===== config.mk =====
export PLATFORM = sky130hd
export DESIGN_NAME = fib_seq_monitor
export DESIGN_NICKNAME = d
export VERILOG_FILES = /design/src/rtl/fib_mon_pkg.sv /design/src/rtl/fib_err_fifo.sv /design/src/rtl/fib_seq_monitor.sv
export SDC_FILE = /design/constraint.sdc
export NUM_CORES = 1
export LEC_CHECK = 0
export CORE_ASPECT_RATIO = 1.75
export CORE_UTILIZATION = 30
export CTS_BUF_LIST = sky130_fd_sc_hd__clkbuf_8
export CTS_CLUSTER_DIAMETER = 100
export DETAILED_ROUTE_END_ITERATION = 8
export DONT_BUFFER_PORTS = 1
export PLACE_DENSITY = 0.51
export SLEW_MARGIN = 30
export SYNTH_ARGS = -nofsm -noshare
export SYNTH_HDL_FRONTEND = slang
export SYNTH_SLANG_ARGS = --single-unit

===== constraint.sdc =====
create_clock -name clk -period 4.75 [get_ports clk]
set_input_delay 0.95 -clock clk [delete_from_list [all_inputs] [get_ports clk]]
set_output_delay 0.95 -clock clk [all_outputs]
set_load 0.01 [all_outputs]

===== src/rtl/fib_mon_pkg.sv =====
// fib_mon_pkg: shared definitions for the Fibonacci sequence monitor.
//   W            default data width of the generator index and terms
//   ERR_*        bit positions inside the 3-bit error code
//   state_e      monitor FSM states
//   err_entry_t  layout of one error-FIFO entry {err_code, i}
package fib_mon_pkg;

  localparam int unsigned W          = 11;
  localparam int unsigned ERR_CODE_W = 3;

  localparam int unsigned ERR_IDX  = 0;  // index did not advance by one
  localparam int unsigned ERR_CONT = 1;  // current term != previous next term
  localparam int unsigned ERR_SUM  = 2;  // next term != current + previous current

  typedef enum logic {
    SYNC,
    CHECK
  } state_e;

  typedef struct packed {
    logic [ERR_CODE_W-1:0] err_code;
    logic [W-1:0]          idx;
  } err_entry_t;

endpackage


===== src/rtl/fib_err_fifo.sv =====
// fib_err_fifo: small synchronous FIFO holding failing-sample records.
//   clk      rising-edge clock
//   rst      synchronous active-low reset, empties the FIFO
//   push_i   write data_i (accepted when not full, or when popping this cycle)
//   data_i   entry to write
//   pop_i    remove the head (ignored when empty)
//   data_o   head entry, forced to zero while empty
//   full_o   all DEPTH entries occupied
//   empty_o  no entries
module fib_err_fifo #(
  parameter int unsigned WIDTH = 14,
  parameter int unsigned DEPTH = 4
) (
  input  logic             clk,
  input  logic             rst,
  input  logic             push_i,
  input  logic [WIDTH-1:0] data_i,
  input  logic             pop_i,
  output logic [WIDTH-1:0] data_o,
  output logic             full_o,
  output logic             empty_o
);

  localparam int unsigned AW = $clog2(DEPTH);

  // Pointers carry one extra wrap bit so full and empty are distinguishable.
  logic [AW:0]      wr_ptr_q, wr_ptr_d;
  logic [AW:0]      rd_ptr_q, rd_ptr_d;
  logic [WIDTH-1:0] mem_q [DEPTH];

  logic do_push;
  logic do_pop;

  assign empty_o = (wr_ptr_q == rd_ptr_q);
  assign full_o  = (wr_ptr_q[AW] != rd_ptr_q[AW]) &&
                   (wr_ptr_q[AW-1:0] == rd_ptr_q[AW-1:0]);

  assign do_pop  = pop_i && !empty_o;
  // A full FIFO still takes a push when the head leaves in the same cycle.
  assign do_push = push_i && (!full_o || do_pop);

  assign data_o  = empty_o ? '0 : mem_q[rd_ptr_q[AW-1:0]];

  always_comb begin
    wr_ptr_d = wr_ptr_q;
    rd_ptr_d = rd_ptr_q;
    if (do_push) wr_ptr_d = wr_ptr_q + (AW+1)'(1);
    if (do_pop)  rd_ptr_d = rd_ptr_q + (AW+1)'(1);
  end

  always_ff @(posedge clk) begin
    if (!rst) begin
      wr_ptr_q <= '0;
      rd_ptr_q <= '0;
    end else begin
      wr_ptr_q <= wr_ptr_d;
      rd_ptr_q <= rd_ptr_d;
    end
  end

  // Storage needs no reset: reads are masked by the empty flag.
  always_ff @(posedge clk) begin
    if (do_push) mem_q[wr_ptr_q[AW-1:0]] <= data_i;
  end

endmodule


===== src/rtl/fib_seq_monitor.sv =====
// fib_seq_monitor: checks the per-cycle output of a Fibonacci generator.
//   clk         rising-edge clock
//   rst         synchronous active-low reset
//   in_valid    i/c/n qualify this cycle; always accepted
//   i, c, n     generator index, current term, next term
//   out_valid   error FIFO head valid
//   out_ready   consumer takes the head
//   out_data    {err_code[2:0], i} of a failing sample
//   sample_cnt  accepted samples, saturating
//   err_cnt     failing samples (including dropped ones), saturating
//   overflow    sticky: an error record was dropped on a full FIFO
//   synced      monitor is in CHECK state
module fib_seq_monitor
  import fib_mon_pkg::*;
#(
  parameter int unsigned W     = fib_mon_pkg::W,
  parameter int unsigned DEPTH = 4,
  parameter int unsigned CNT_W = 16,
  parameter int unsigned ERR_W = 8
) (
  input  logic                  clk,
  input  logic                  rst,
  input  logic                  in_valid,
  input  logic [W-1:0]          i,
  input  logic [W-1:0]          c,
  input  logic [W-1:0]          n,
  output logic                  out_valid,
  input  logic                  out_ready,
  output logic [ERR_CODE_W+W-1:0] out_data,
  output logic [CNT_W-1:0]      sample_cnt,
  output logic [ERR_W-1:0]      err_cnt,
  output logic                  overflow,
  output logic                  synced
);

  localparam int unsigned EW = ERR_CODE_W + W;

  state_e state_q, state_d;

  logic [W-1:0]     prev_i_q, prev_i_d;
  logic [W-1:0]     prev_c_q, prev_c_d;
  logic [W-1:0]     prev_n_q, prev_n_d;
  logic [CNT_W-1:0] sample_cnt_q, sample_cnt_d;
  logic [ERR_W-1:0] err_cnt_q, err_cnt_d;
  logic             overflow_q, overflow_d;

  logic [W-1:0]            idx_exp;
  logic [W-1:0]            sum_exp;
  logic [ERR_CODE_W-1:0]   err_code;
  logic                    push;
  logic                    pop;
  logic                    fifo_full;
  logic                    fifo_empty;
  logic [EW-1:0]           fifo_head;

  // Both expectations wrap modulo 2^W; the carry is intentionally lost.
  assign idx_exp = prev_i_q + W'(1);
  assign sum_exp = c + prev_c_q;

  assign pop = !fifo_empty && out_ready;

  always_comb begin
    state_d      = state_q;
    prev_i_d     = prev_i_q;
    prev_c_d     = prev_c_q;
    prev_n_d     = prev_n_q;
    sample_cnt_d = sample_cnt_q;
    err_cnt_d    = err_cnt_q;
    overflow_d   = overflow_q;
    err_code     = '0;

    if (in_valid) begin
      if (sample_cnt_q != '1) sample_cnt_d = sample_cnt_q + CNT_W'(1);
      prev_i_d = i;
      prev_c_d = c;
      prev_n_d = n;

      unique case (state_q)
        SYNC: state_d = CHECK;
        CHECK: begin
          // Index 0 marks a generator restart: reload history, no check.
          if (i != '0) begin
            err_code[ERR_IDX]  = (i != idx_exp);
            err_code[ERR_CONT] = (c != prev_n_q);
            err_code[ERR_SUM]  = (n != sum_exp);
          end
        end
        default: state_d = SYNC;
      endcase
    end

    push = (err_code != '0);

    if (push) begin
      if (err_cnt_q != '1) err_cnt_d = err_cnt_q + ERR_W'(1);
      if (fifo_full && !pop) overflow_d = 1'b1;
    end
  end

  always_ff @(posedge clk) begin
    if (!rst) begin
      state_q      <= SYNC;
      prev_i_q     <= '0;
      prev_c_q     <= '0;
      prev_n_q     <= '0;
      sample_cnt_q <= '0;
      err_cnt_q    <= '0;
      overflow_q   <= 1'b0;
    end else begin
      state_q      <= state_d;
      prev_i_q     <= prev_i_d;
      prev_c_q     <= prev_c_d;
      prev_n_q     <= prev_n_d;
      sample_cnt_q <= sample_cnt_d;
      err_cnt_q    <= err_cnt_d;
      overflow_q   <= overflow_d;
    end
  end

  fib_err_fifo #(
    .WIDTH (EW),
    .DEPTH (DEPTH)
  ) u_err_fifo (
    .clk     (clk),
    .rst     (rst),
    .push_i  (push),
    .data_i  ({err_code, i}),
    .pop_i   (pop),
    .data_o  (fifo_head),
    .full_o  (fifo_full),
    .empty_o (fifo_empty)
  );

  assign out_valid  = !fifo_empty;
  assign out_data   = fifo_head;
  assign sample_cnt = sample_cnt_q;
  assign err_cnt    = err_cnt_q;
  assign overflow   = overflow_q;
  assign synced     = (state_q == CHECK);

endmodule


# Yosys cells after proc, flatten, opt, wreduce, memory -nomap -nowiden

Memory sizes are Yosys's and may differ from the RTL's. A register that Yosys moved wholly into a read port is not among the register bits.
Index checks and enable logic that the tools add are counted.

Add/sub/neg operators: 6
Eq/ne operators: 8
Mux-type cells: 8
Reductions and logical operators: 14

Operators by type and width:

| kind                    | count |
|---|---|
| $ne A11 B11 Y1          | 3 |
| $add A16 B1 Y16 const B | 1 |
| $ne A16 B16 Y1 const B  | 1 |
| $mux W14                | 1 |
| $add A11 B1 Y11 const B | 1 |
| $add A11 B11 Y11        | 1 |
| $reduce_bool A11 Y1     | 1 |
| $mux W3                 | 3 |
| $add A8 B1 Y8 const B   | 1 |
| $ne A8 B8 Y1 const B    | 1 |
| $add A3 B1 Y3 const B   | 2 |
| $reduce_and A2 Y1       | 3 |
| $logic_and A1 B1 Y1     | 5 |
| $mux W2                 | 2 |
| $eq A3 B3 Y1            | 1 |
| $logic_not A1 Y1        | 3 |
| $reduce_bool A3 Y1      | 1 |
| $eq A2 B2 Y1            | 1 |
| $mux W1                 | 2 |
| $logic_or A1 B1 Y1      | 1 |
| $ne A1 B1 Y1            | 1 |

Register bits: 65
RAM bits: 56
Bits of input ports: 37
Output and inout bits: 41
Memories: 1

Memory list:

| name             | depth | width | read ports | clocked after memory_dff | write ports | RTL line           | text |
|---|---|---|---|---|---|---|---|
| u_err_fifo.mem_q | 4     | 14    | 1          | 1                        | 1           | fib_err_fifo.sv:29 | `logic [WIDTH-1:0] mem_q [DEPTH];` |

# Logic depth before layout (Yosys ltp)

Gate-level depths: netlist (run 1).

Depth in word-level cells: 9
Depth in mapped cells: 11

# Cells and area by module

Synthesis (run 1) repeated with hierarchy kept, for this count alone.

Cells, all modules: 555
Area total of the unflattened synthesis: 6,117.1 um2

Modules (own cells, without submodules):

| module          | times used | cells an instance | area an instance (um2) | sequential area each (um2) |
|---|---|---|---|---|
| fib_seq_monitor | 1          | 414               | 3,517.1                | 1,181.1 |
| fib_err_fifo    | 1          | 141               | 2,600.0                | 1,841.8 |

# Worst setup path before layout (run 1)

OpenSTA, ideal clock, no wires.

Path kind: input-to-reg
From: input c[0]
To: memory u_err_fifo.mem_q[3][0], enable pin
Arrival time: 3,614 ps
Path slack: 725 ps
Cell stages on the path: 9
Buffers on the path: 0
Cell sequence: ha_1 fa_1 a21o_1 nand4_1 a21oi_1 o211ai_1 a2111oi_2 and3_1 nor3b_1

Longest elaborated chain between the ends: 9

Ends and longest elaborated chain:

| element                         | RTL line              | text |
|---|---|---|
| from (decl)                     | fib_seq_monitor.sv:25 | `input logic [W-1:0] c,` |
| $add A11 B11 Y11                | fib_seq_monitor.sv:58 | `assign sum_exp = c + prev_c_q;` |
| $ne A11 B11 Y1                  | fib_seq_monitor.sv:85 | `err_code[ERR_SUM] = (n != sum_exp);` |
| $mux W3 *                       | fib_seq_monitor.sv:82 | `if (i != '0) begin` |
| $mux W3 *                       | fib_seq_monitor.sv:78 | `unique case (state_q)` |
| $mux W3 *                       | fib_seq_monitor.sv:72 | `if (in_valid) begin` |
| $reduce_bool A3 Y1 *            | fib_seq_monitor.sv:92 | `push = (err_code != '0);` |
| $logic_and A1 B1 Y1 *           | fib_err_fifo.sv:40    | `assign do_push = push_i && (!full_o \|\| do_pop);` |
| $mux W1 *                       | fib_err_fifo.sv:63    | `if (do_push) mem_q[wr_ptr_q[AW-1:0]] <= data_i;` |
| $mux W1 (not written as such) * | fib_err_fifo.sv:63    |  |
| to (decl)                       | fib_err_fifo.sv:29    |  |

Every way passes the cells marked *; elsewhere a longest branch is shown, timed or not.

# Final worst setup path (run 1)

From: input c[0]
To: memory u_err_fifo.mem_q[1][5], enable pin

The elaborated chain is that of the path after synthesis.

==> results by stage, run 1 <==
Flow run:
- Across the run, the number of max-cap violations was 0.

Floorplan:
- The core box area is just under 0.02 mm².
- Once the floorplan was initialized, standard cells occupied 30.6% of the core.
- The die covers slightly above 0.02 mm².
- The number of rows in the core area is slightly below 70.
- Pin placement for this block handled just under 80 I/O pins.
- The die span in y is approximately 190 µm.
- The width of the die is 109 µm.

STA:
- The setup violation total in the final timing report is 0.
- The part of the cycle the worst path needs is a little over two thirds.
- The max-slew violation count is 0.
- The maximum clock frequency is 297 MHz.
- The tightest hold path in the finished design has a slack of just under 500 ps.
- The minimum clock period is 3360 ps.
- Setup repair after global routing left no endpoint under its margin.
- The number of endpoints with negative hold slack in the final report is 0.
- For the pin with the worst max-slew slack, the measured transition is between 700 and 800 ps.
- Setup total negative slack on the finished layout was measured at 0 ps.
- Across the routed clock network, the largest skew measured is about 15 ps.
- Headroom to the max-slew limit came out at between 50% and 60%.

Clocking:
- The clock latency at the later pin of the worst-skew pair is ~450 ps.
- The buffer type at the clock tree root is sky130_fd_sc_hd__clkbuf_8.
- The clock tree from TritonCTS is built.
- Counting the buffers created by CTS gives 17.
- Clock-pin slew was measured on the worst setup and hold paths at 80 ps.
- For this design, the sink count on the clock tree is about 120.
- The maximum level of the CTS H-tree is 4.
- After clock tree synthesis, the flow added hold-fix buffers numbering 0.
- The worst-case clock buffer depth is 2.
- The total setup buffers inserted after CTS is 0.
- Gates resized during post-CTS repair numbered 0.

Synth:
- The number of flops mapped to enable cells by yosys is 56.
- In this run, synthesis produced a sequential element count of 123.
- Counting every net in the synthesized netlist gives between 500 and 600.
- The synthesized instance count is roughly 540.
- The async set-reset flop share out of synthesis is 0%.
- The number of different library cells used by synthesis comes to between 50 and 60.
- After synthesis, flip-flops and latches occupy 50.0% of the total area.
- The number of warnings reported in the yosys synthesis log is 0.
- The leading register cell type out of synthesis is sky130_fd_sc_hd__dfxtp_1.
- After synthesis the cells add up to 0.00604 mm².
- The average size of a mapped cell is between 10 and 15 µm².

Drt:
- The number of DRC violations after detailed routing is 0.
- The total met2 wirelength after detailed routing is a little under 8000 µm.
- The average via count per standard cell is 5.10.
- The routed design uses around 630 µm of met3 wire.
- The count of nets left with antenna violations once routing finished came out at 0.
- The count of routing violations after the opening detailed-route iteration is around 110.
- The final wirelength is 13800 µm.
- In the final routing, the length of wire on met1 measures between 5000 and 6000 µm.
- The detailed router placed just over 4000 vias in this run.
- The top routing layer in use is met4.
- The average wire per cell in the routed design is ~17 µm.
- The number of optimization iterations in the first detailed-route pass is 4.

Finish:
- The most common cell after layout, fill and taps aside is sky130_fd_sc_hd__dfxtp_1.
- The number of fillers in the final layout is between 1500 and 2000.
- Once layout is complete, the utilization of the core stands at about a third.
- The count of cells in the finished layout, fillers not included, comes to ~800.
- Relative to the synthesized area, the layout overhead comes to 10.8%.
- In the final design database the tool counted between 500 and 600 nets.
- The sequential cells in the finished layout cover a total of approximately 0.0030 mm².
- Of the cells placed in the final design, the portion with a size suffix greater than 1 is 10.4%.
- The area of the multi-input gates is between 0.002 and 0.003 mm².
- The number of diodes is 0.
- The top cell types in the final layout, fill and taps aside, are sky130_fd_sc_hd__dfxtp_1, sky130_fd_sc_hd__nor2_1, sky130_fd_sc_hd__edfxtp_1.

GRT:
- Summed over all layers, the global routing overflow is 0.
- The number of antenna violations at the first check in global routing is 0.
- The first global-routing pass estimated 22200 µm of wire.
- The number of global-route vias before repair is between 4000 and 5000.
- The total global routing track utilization is around 14%.
- Entering global routing, the biggest net connects 37 pins.

Place:
- The number of buffers inserted by port buffering is 0.
- Including well taps, the total number of placed cells is roughly 760.
- At the end of routability-driven placement, the weighted congestion stood at between 0.8 and 0.9.
- The HPWL after detailed placement is ~10000 µm.

Critical path:
- The worst setup path is launched from an input port.
- The delay contributed by the slowest stage of the critical path is 420 ps.
- The largest driver fanout on the critical path is 14.
- The data arrival time of the critical path is 3470 ps.
- The critical path class is in2reg.
- The worst register-to-register path ends at u_err_fifo.mem_q[1][5].
- Traced cell by cell, the critical path runs through ha_1 > fa_1 > xor2_1 > xnor2_1 > o2111ai_1 > a221o_1 > a2111oi_2 > and3_1 > nor2_2 > and2_1.
- The worst setup path is captured at a flop.
- For the worst setup path, the data required time is 4850 ps.
- For the worst flop-to-flop path, the logic depth is 9.
- The cell with the biggest individual delay on the critical path is sky130_fd_sc_hd__a2111oi_2.
- The worst register-to-register path begins at prev_i_q[0].
- The setup slack of the worst register-to-register path is about 1500 ps.

Worst hold path:
- The worst min-delay path class is reg2reg.
- The worst hold path begins at u_err_fifo.wr_ptr_q[2].
- For hold timing, the worst endpoint is u_err_fifo.wr_ptr_q[2].
- The number of cells on the worst hold path is 2.

Run status:
- The flow ran to the end, and the final reports show no timing, DRC or antenna violations.

Power:
- Summed over all cells, the static leakage comes to approximately 0.0024 µW.
- Power spread over the standard cell area amounts to 356 mW/mm².
- The worst IR drop on VDD is ~0.15 mV.
==> area by class of cell <==
cell class,count,share of cell area (%)
sequential,123,45.2
multi-input combinational,388,43.6
tap,245,4.58
clock buffer,17,3.50
clock inverter,15,2.51
timing repair buffer,4,0.449
inverter,3,0.168
==> worst max path at each step <==
| stage | from | to | cells past startpoint | slack (ps) |
|---|---|---|---|---|
| detailed placement | c[0] | u_err_fifo.mem_q[1][6] | 10 | 860 |
| finish | c[0] | u_err_fifo.mem_q[1][5] | 10 | 1390 |
| global placement | c[0] | u_err_fifo.mem_q[1][10] | 10 | 890 |
| CTS | c[0] | u_err_fifo.mem_q[1][5] | 10 | 1350 |
| global route | c[0] | u_err_fifo.mem_q[1][5] | 10 | 1200 |
| floorplan | c[0] | u_err_fifo.mem_q[3][0] | 9 | 730 |
==> worst max-delay path: cells and delay by family <==
kind	cells	cell delay, ps
xor gates and xnor gates	2	300
adders and majority gates	2	610
AOI/OAI and AO/OA	3	830
and+or+nand+nor	3	760
==> cells in the mapped netlist (3+ instances only) <==
cell	instances	area [µm²]
sky130_fd_sc_hd__clkbuf_1	13	48.8
sky130_fd_sc_hd__a31oi_1	5	31.3
sky130_fd_sc_hd__a21oi_1	10	50.1
sky130_fd_sc_hd__mux2i_1	46	460
sky130_fd_sc_hd__dfxtp_1	67	1340
sky130_fd_sc_hd__nand4_1	11	68.8
sky130_fd_sc_hd__and2_1	22	138
sky130_fd_sc_hd__nor3_1	10	50.1
sky130_fd_sc_hd__o21a_1	5	37.5
sky130_fd_sc_hd__a21o_1	8	60.1
sky130_fd_sc_hd__o21ai_0	7	35.0
sky130_fd_sc_hd__mux4_2	14	315
sky130_fd_sc_hd__nand2b_1	10	62.6
sky130_fd_sc_hd__ha_1	18	225
sky130_fd_sc_hd__and3_1	7	43.8
sky130_fd_sc_hd__xnor2_1	26	228
sky130_fd_sc_hd__nor4_1	8	50.1
sky130_fd_sc_hd__buf_2	3	15.0
sky130_fd_sc_hd__nor2_1	58	218
sky130_fd_sc_hd__buf_1	3	11.3
sky130_fd_sc_hd__xor2_1	29	254
sky130_fd_sc_hd__nand2_1	37	139
sky130_fd_sc_hd__edfxtp_1	56	1680
sky130_fd_sc_hd__nor3b_1	3	22.5
sky130_fd_sc_hd__nand3_1	17	85.1
sky130_fd_sc_hd__or3_1	5	31.3
sky130_fd_sc_hd__nor2b_1	3	18.8
==> kinds of logic after synthesis <==
kind of cell	after synthesis	share of synthesized area (%)
mux	60	12.8
flops	123	50.0
simple gates	197	16.3
buf+inv	24	1.74
xor+xnor	56	8.35
fa+ha+maj	19	4.06
compound gates	56	6.65
==> power breakdown <==
part	internal (µW)	total (µW)	switching, µW
clock	442	954	512
combinational	122	254	132
sequential	1140	1180	39.8
total	1700	2390	684
==> sequential cells by signal (all words and copies together) (netlist names), 3 cells and up, named ones only <==
register             cells
u_err_fifo.wr_ptr_q      3
prev_n_q                11
err_cnt                  8
prev_i_q                11
prev_c_q                11
u_err_fifo.rd_ptr_q      3
u_err_fifo.mem_q        56
sample_cnt              16
==> per-stage QoR <==
stage / cell area, µm² / setup slack, ps / total power [µW]
floorplan: 6040 / 725 / 1420
global placement: 6290 / 891 / 1450
detailed placement: 6290 / 859 / 1460
CTS: 6690 / 1350 / 2420
global route: 6690 / 1200 / 2500
finish: 6690 / 1390 / 2390
==> metal layers <==
metal | up-vias | global-route usage, %
met5 | - | 0
met4 | 0 | 5.69
met1 | 1996 | 14.1
met2 | 90 | 27.0
met3 | 16 | 3.56
li1 | 1950 | -
No activity file was read; power rests on OpenSTA's default activity.
==> run 2: changes to the inputs <==
==> constraint.sdc (replaced) <==
create_clock -name clk -period 3.4 [get_ports clk]
set_input_delay 0.68 -clock clk [delete_from_list [all_inputs] [get_ports clk]]
set_output_delay 0.68 -clock clk [all_outputs]
set_load 0.01 [all_outputs]
==> run 2 against run 1 <==
  * Setup slack lost 1000 ps
  * Via count is 0.54% higher
  * Critical path depth rose by 2
  * Clock power grew 39%
  * Count of clock-buffer cells in the layout stayed put
  * Power rose by 40%
  * Sequential share of layout area is 1.0 points lower
==> results by stage, run 2 (synthesis gave the netlist of run 1 again) <==
STA:
- The max-slew violation count was 0.
- At the pin with the least slew margin, the transition time is between 700 and 800 ps.
- Based on the critical path, the design can be clocked at up to 329 MHz.
- The post-layout worst setup margin is between 300 and 400 ps.
- The headroom to the max-slew limit is a little over half.
- Setup total negative slack on the finished layout was measured at 0 ps.
- Setup violations remaining at the end of the flow were counted as 0.
- The part of the cycle the worst path needs is between 80% and 90%.
- The setup clock skew after layout is between 15 and 20 ps.
- The number of endpoints with negative hold slack in the final report is 0.
- The minimum clock period is approximately 3000 ps.
- Setup repair after global routing left no endpoint under its margin.

Critical path:
- The number of cells on the worst reg-to-reg path is 12.
- On the critical path the largest part of the delay comes from simple AND/OR/NAND/NOR gates.
- The worst setup path is captured at a flop.
- The critical path is of the reg2reg type.
- Data on the critical path is required at its endpoint by roughly 3600 ps.
- The critical path launch point type is a flop.
- The cell seen most often among critical-path stages is sky130_fd_sc_hd__and2_1.
- The setup slack of the worst register-to-register path is roughly 360 ps.
- The number of buffer and inverter instances along the worst setup path is 2.
- The worst register-to-register path begins at prev_c_q[0].
- The capturing point of the worst reg2reg path is u_err_fifo.mem_q[0][11].
- The data arrival time of the critical path is roughly 3200 ps.
- The delay contributed by the slowest stage of the critical path is between 400 and 500 ps.
- The slowest stage of the critical path is the sky130_fd_sc_hd__fa_1 cell.
- The largest driver fanout on the critical path is 14.
- The critical path goes through ha_1 > fa_1 > buf_4 > a21o_1 > nand4_1 > and2_1 > o211ai_1 > a2111oi_2 > and3_1 > nor2_2 > and2_1 > buf_12.

Clocking:
- In this run the clock root is driven by a sky130_fd_sc_hd__clkbuf_8.
- The clock latency at the later pin of the worst-skew pair is roughly 450 ps.
- The clock slew at the register clock pins of the worst setup and hold paths is 90 ps.
- For this design, the CTS-stage hold fixing added 0 buffers.
- The clock tree from TritonCTS is built.
- Post-CTS timing repair inserted 0 buffers for setup.
- The clock tree synthesis step divided the H-tree into 4 levels.
- The worst-case clock buffer depth is 2.
- The sink count of the clock tree is ~120.
- The number of CTS-inserted buffers is 17.
- The post-cts repair resize count is 0.

Drt:
- The count of routing violations after the opening detailed-route iteration is roughly 160.
- After detailed routing, the number of remaining DRC violations is 0.
- After detailed routing, the average wire length per cell comes to between 15 and 20 µm.
- The remaining antenna violation count is 0.
- The average via count per standard cell is between 5 and 6.
- The number of optimization iterations in the first detailed-route pass is 4.
- The routed design has 14200 µm of wire.
- Detailed routing inserted a total of 4074 vias.

Floorplan:
- The die span in y is 190 µm.
- The starting density of the core is 30.6%.
- The number of ports placed on the die boundary is 78.
- The die covers 0.0207 mm².
- The width of the die is approximately 110 µm.
- The core box area is slightly below 0.02 mm².
- The initialized floorplan defines 68 standard-cell rows.

Worst hold path:
- The source of the worst hold timing path is i[8].
- The worst min-delay path class is in2reg.
- The number of cells on the worst hold path is 0.
- The worst hold path terminates at u_err_fifo.mem_q[0][8].

GRT:
- The leftover overflow at the end of global routing is 0.
- The number of global-route vias before repair is ~4300.
- Entering global routing, the biggest net connects 49 pins.
- The number of antenna violations at the first check in global routing is 0.
- The first global-routing pass estimated 23000 µm of wire.
- The total global routing track utilization is between 10% and 20%.

Place:
- The number of buffers inserted by port buffering is 0.
- The congestion estimate from routability-driven global placement came to 0.881.
- The HPWL after detailed placement is ~10000 µm.
- The pre-CTS setup slack is -27.8 ps.

Finish:
- The filler cells instantiated in the layout total 1964.
- The most common cell after layout, fill and taps aside is sky130_fd_sc_hd__dfxtp_1.
- In the layout the commonest cells are sky130_fd_sc_hd__dfxtp_1, sky130_fd_sc_hd__nor2_1, sky130_fd_sc_hd__edfxtp_1.
- The core occupancy in the finished layout is about a third.
- The repair_antennas step left the layout with diodes totalling 0.
- The net count of the finished layout is 607.
- In the final layout, the share of cells above drive strength 1 is between 10% and 20%.
- The register with the most flip-flops in the layout has 56 of them.
- The signed area change from the synthesized netlist to the final layout is 13.2%.

Power:
- Across the VDD grid, the largest voltage drop is approximately 0.29 mV.
- The total power per unit cell area is 490 mW/mm².
- The reported leakage power is 0.00252 µW.

Flow run:
- The tool flagged a number of max-cap violations equal to 0.

Run status:
- The flow ran to the end, and the final reports show no timing, DRC or antenna violations.
==> run 2: area by class of cell <==
class	count	area, µm²	area share (%)
clock buffers	17	234	3.42
inverters	3	11.3	0.165
flip-flops and latches	123	3020	44.2
clock inverters	15	163	2.38
repair buffers	18	185	2.71
well taps	245	307	4.48
multi-input cells	388	2920	42.7
==> run 2: per-layer routing <==
layer	up-vias	track usage, %	wire length [µm]
met4	0	7.08	264
met2	85	28.2	8050
li1	1981	-	-
met3	15	3.73	719
met1	1993	14.6	5160
met5	-	0	0
==> run 2: how the worst max path moves through the flow <==
stage	start	to	slack (ps)	depth (start not counted)
after floorplan	c[0]	u_err_fifo.mem_q[0][0]	80	11
after global routing	prev_c_q[0]	u_err_fifo.mem_q[0][0]	150	11
final	prev_c_q[0]	u_err_fifo.mem_q[0][11]	360	12
after CTS	prev_c_q[0]	u_err_fifo.mem_q[0][13]	330	12
after detailed placement	c[0]	u_err_fifo.mem_q[0][6]	-30	12
after global placement	c[0]	u_err_fifo.mem_q[0][10]	-10	11
==> run 2: report_power, final <==
group | total [µW] | internal [µW] | switching (µW) | leakage [µW]
registers | 1630 | 1590 | 38.5 | 0.00106
clock network | 1330 | 663 | 663 | 0.000196
logic | 397 | 188 | 209 | 0.00127
==> run 2: metrics by stage <==
step / total power [µW] / area (µm²) / hold WS [ps] / std cells
3_3_place_gp: 2060 / 6440 / 470 / 777
3_5_place_dp: 2060 / 6440 / 480 / 777
4_1_cts: 3410 / 6840 / 293 / 809
6_report: 3350 / 6840 / 322 / 809
2_1_floorplan: 1980 / 6050 / 455 / 535
5_1_grt: 3540 / 6840 / 279 / 809
==> run 2: worst reg2reg max path, cell delays in order (launching register included) <==
cell and delay, ps:
sky130_fd_sc_hd__dfxtp_1 320, sky130_fd_sc_hd__ha_1 200, sky130_fd_sc_hd__fa_1 410, sky130_fd_sc_hd__buf_4 150
sky130_fd_sc_hd__a21o_1 180, sky130_fd_sc_hd__nand4_1 150, sky130_fd_sc_hd__and2_1 180, sky130_fd_sc_hd__o211ai_1 110
sky130_fd_sc_hd__a2111oi_2 360, sky130_fd_sc_hd__and3_1 310, sky130_fd_sc_hd__nor2_2 70, sky130_fd_sc_hd__and2_1 190
sky130_fd_sc_hd__buf_12 160
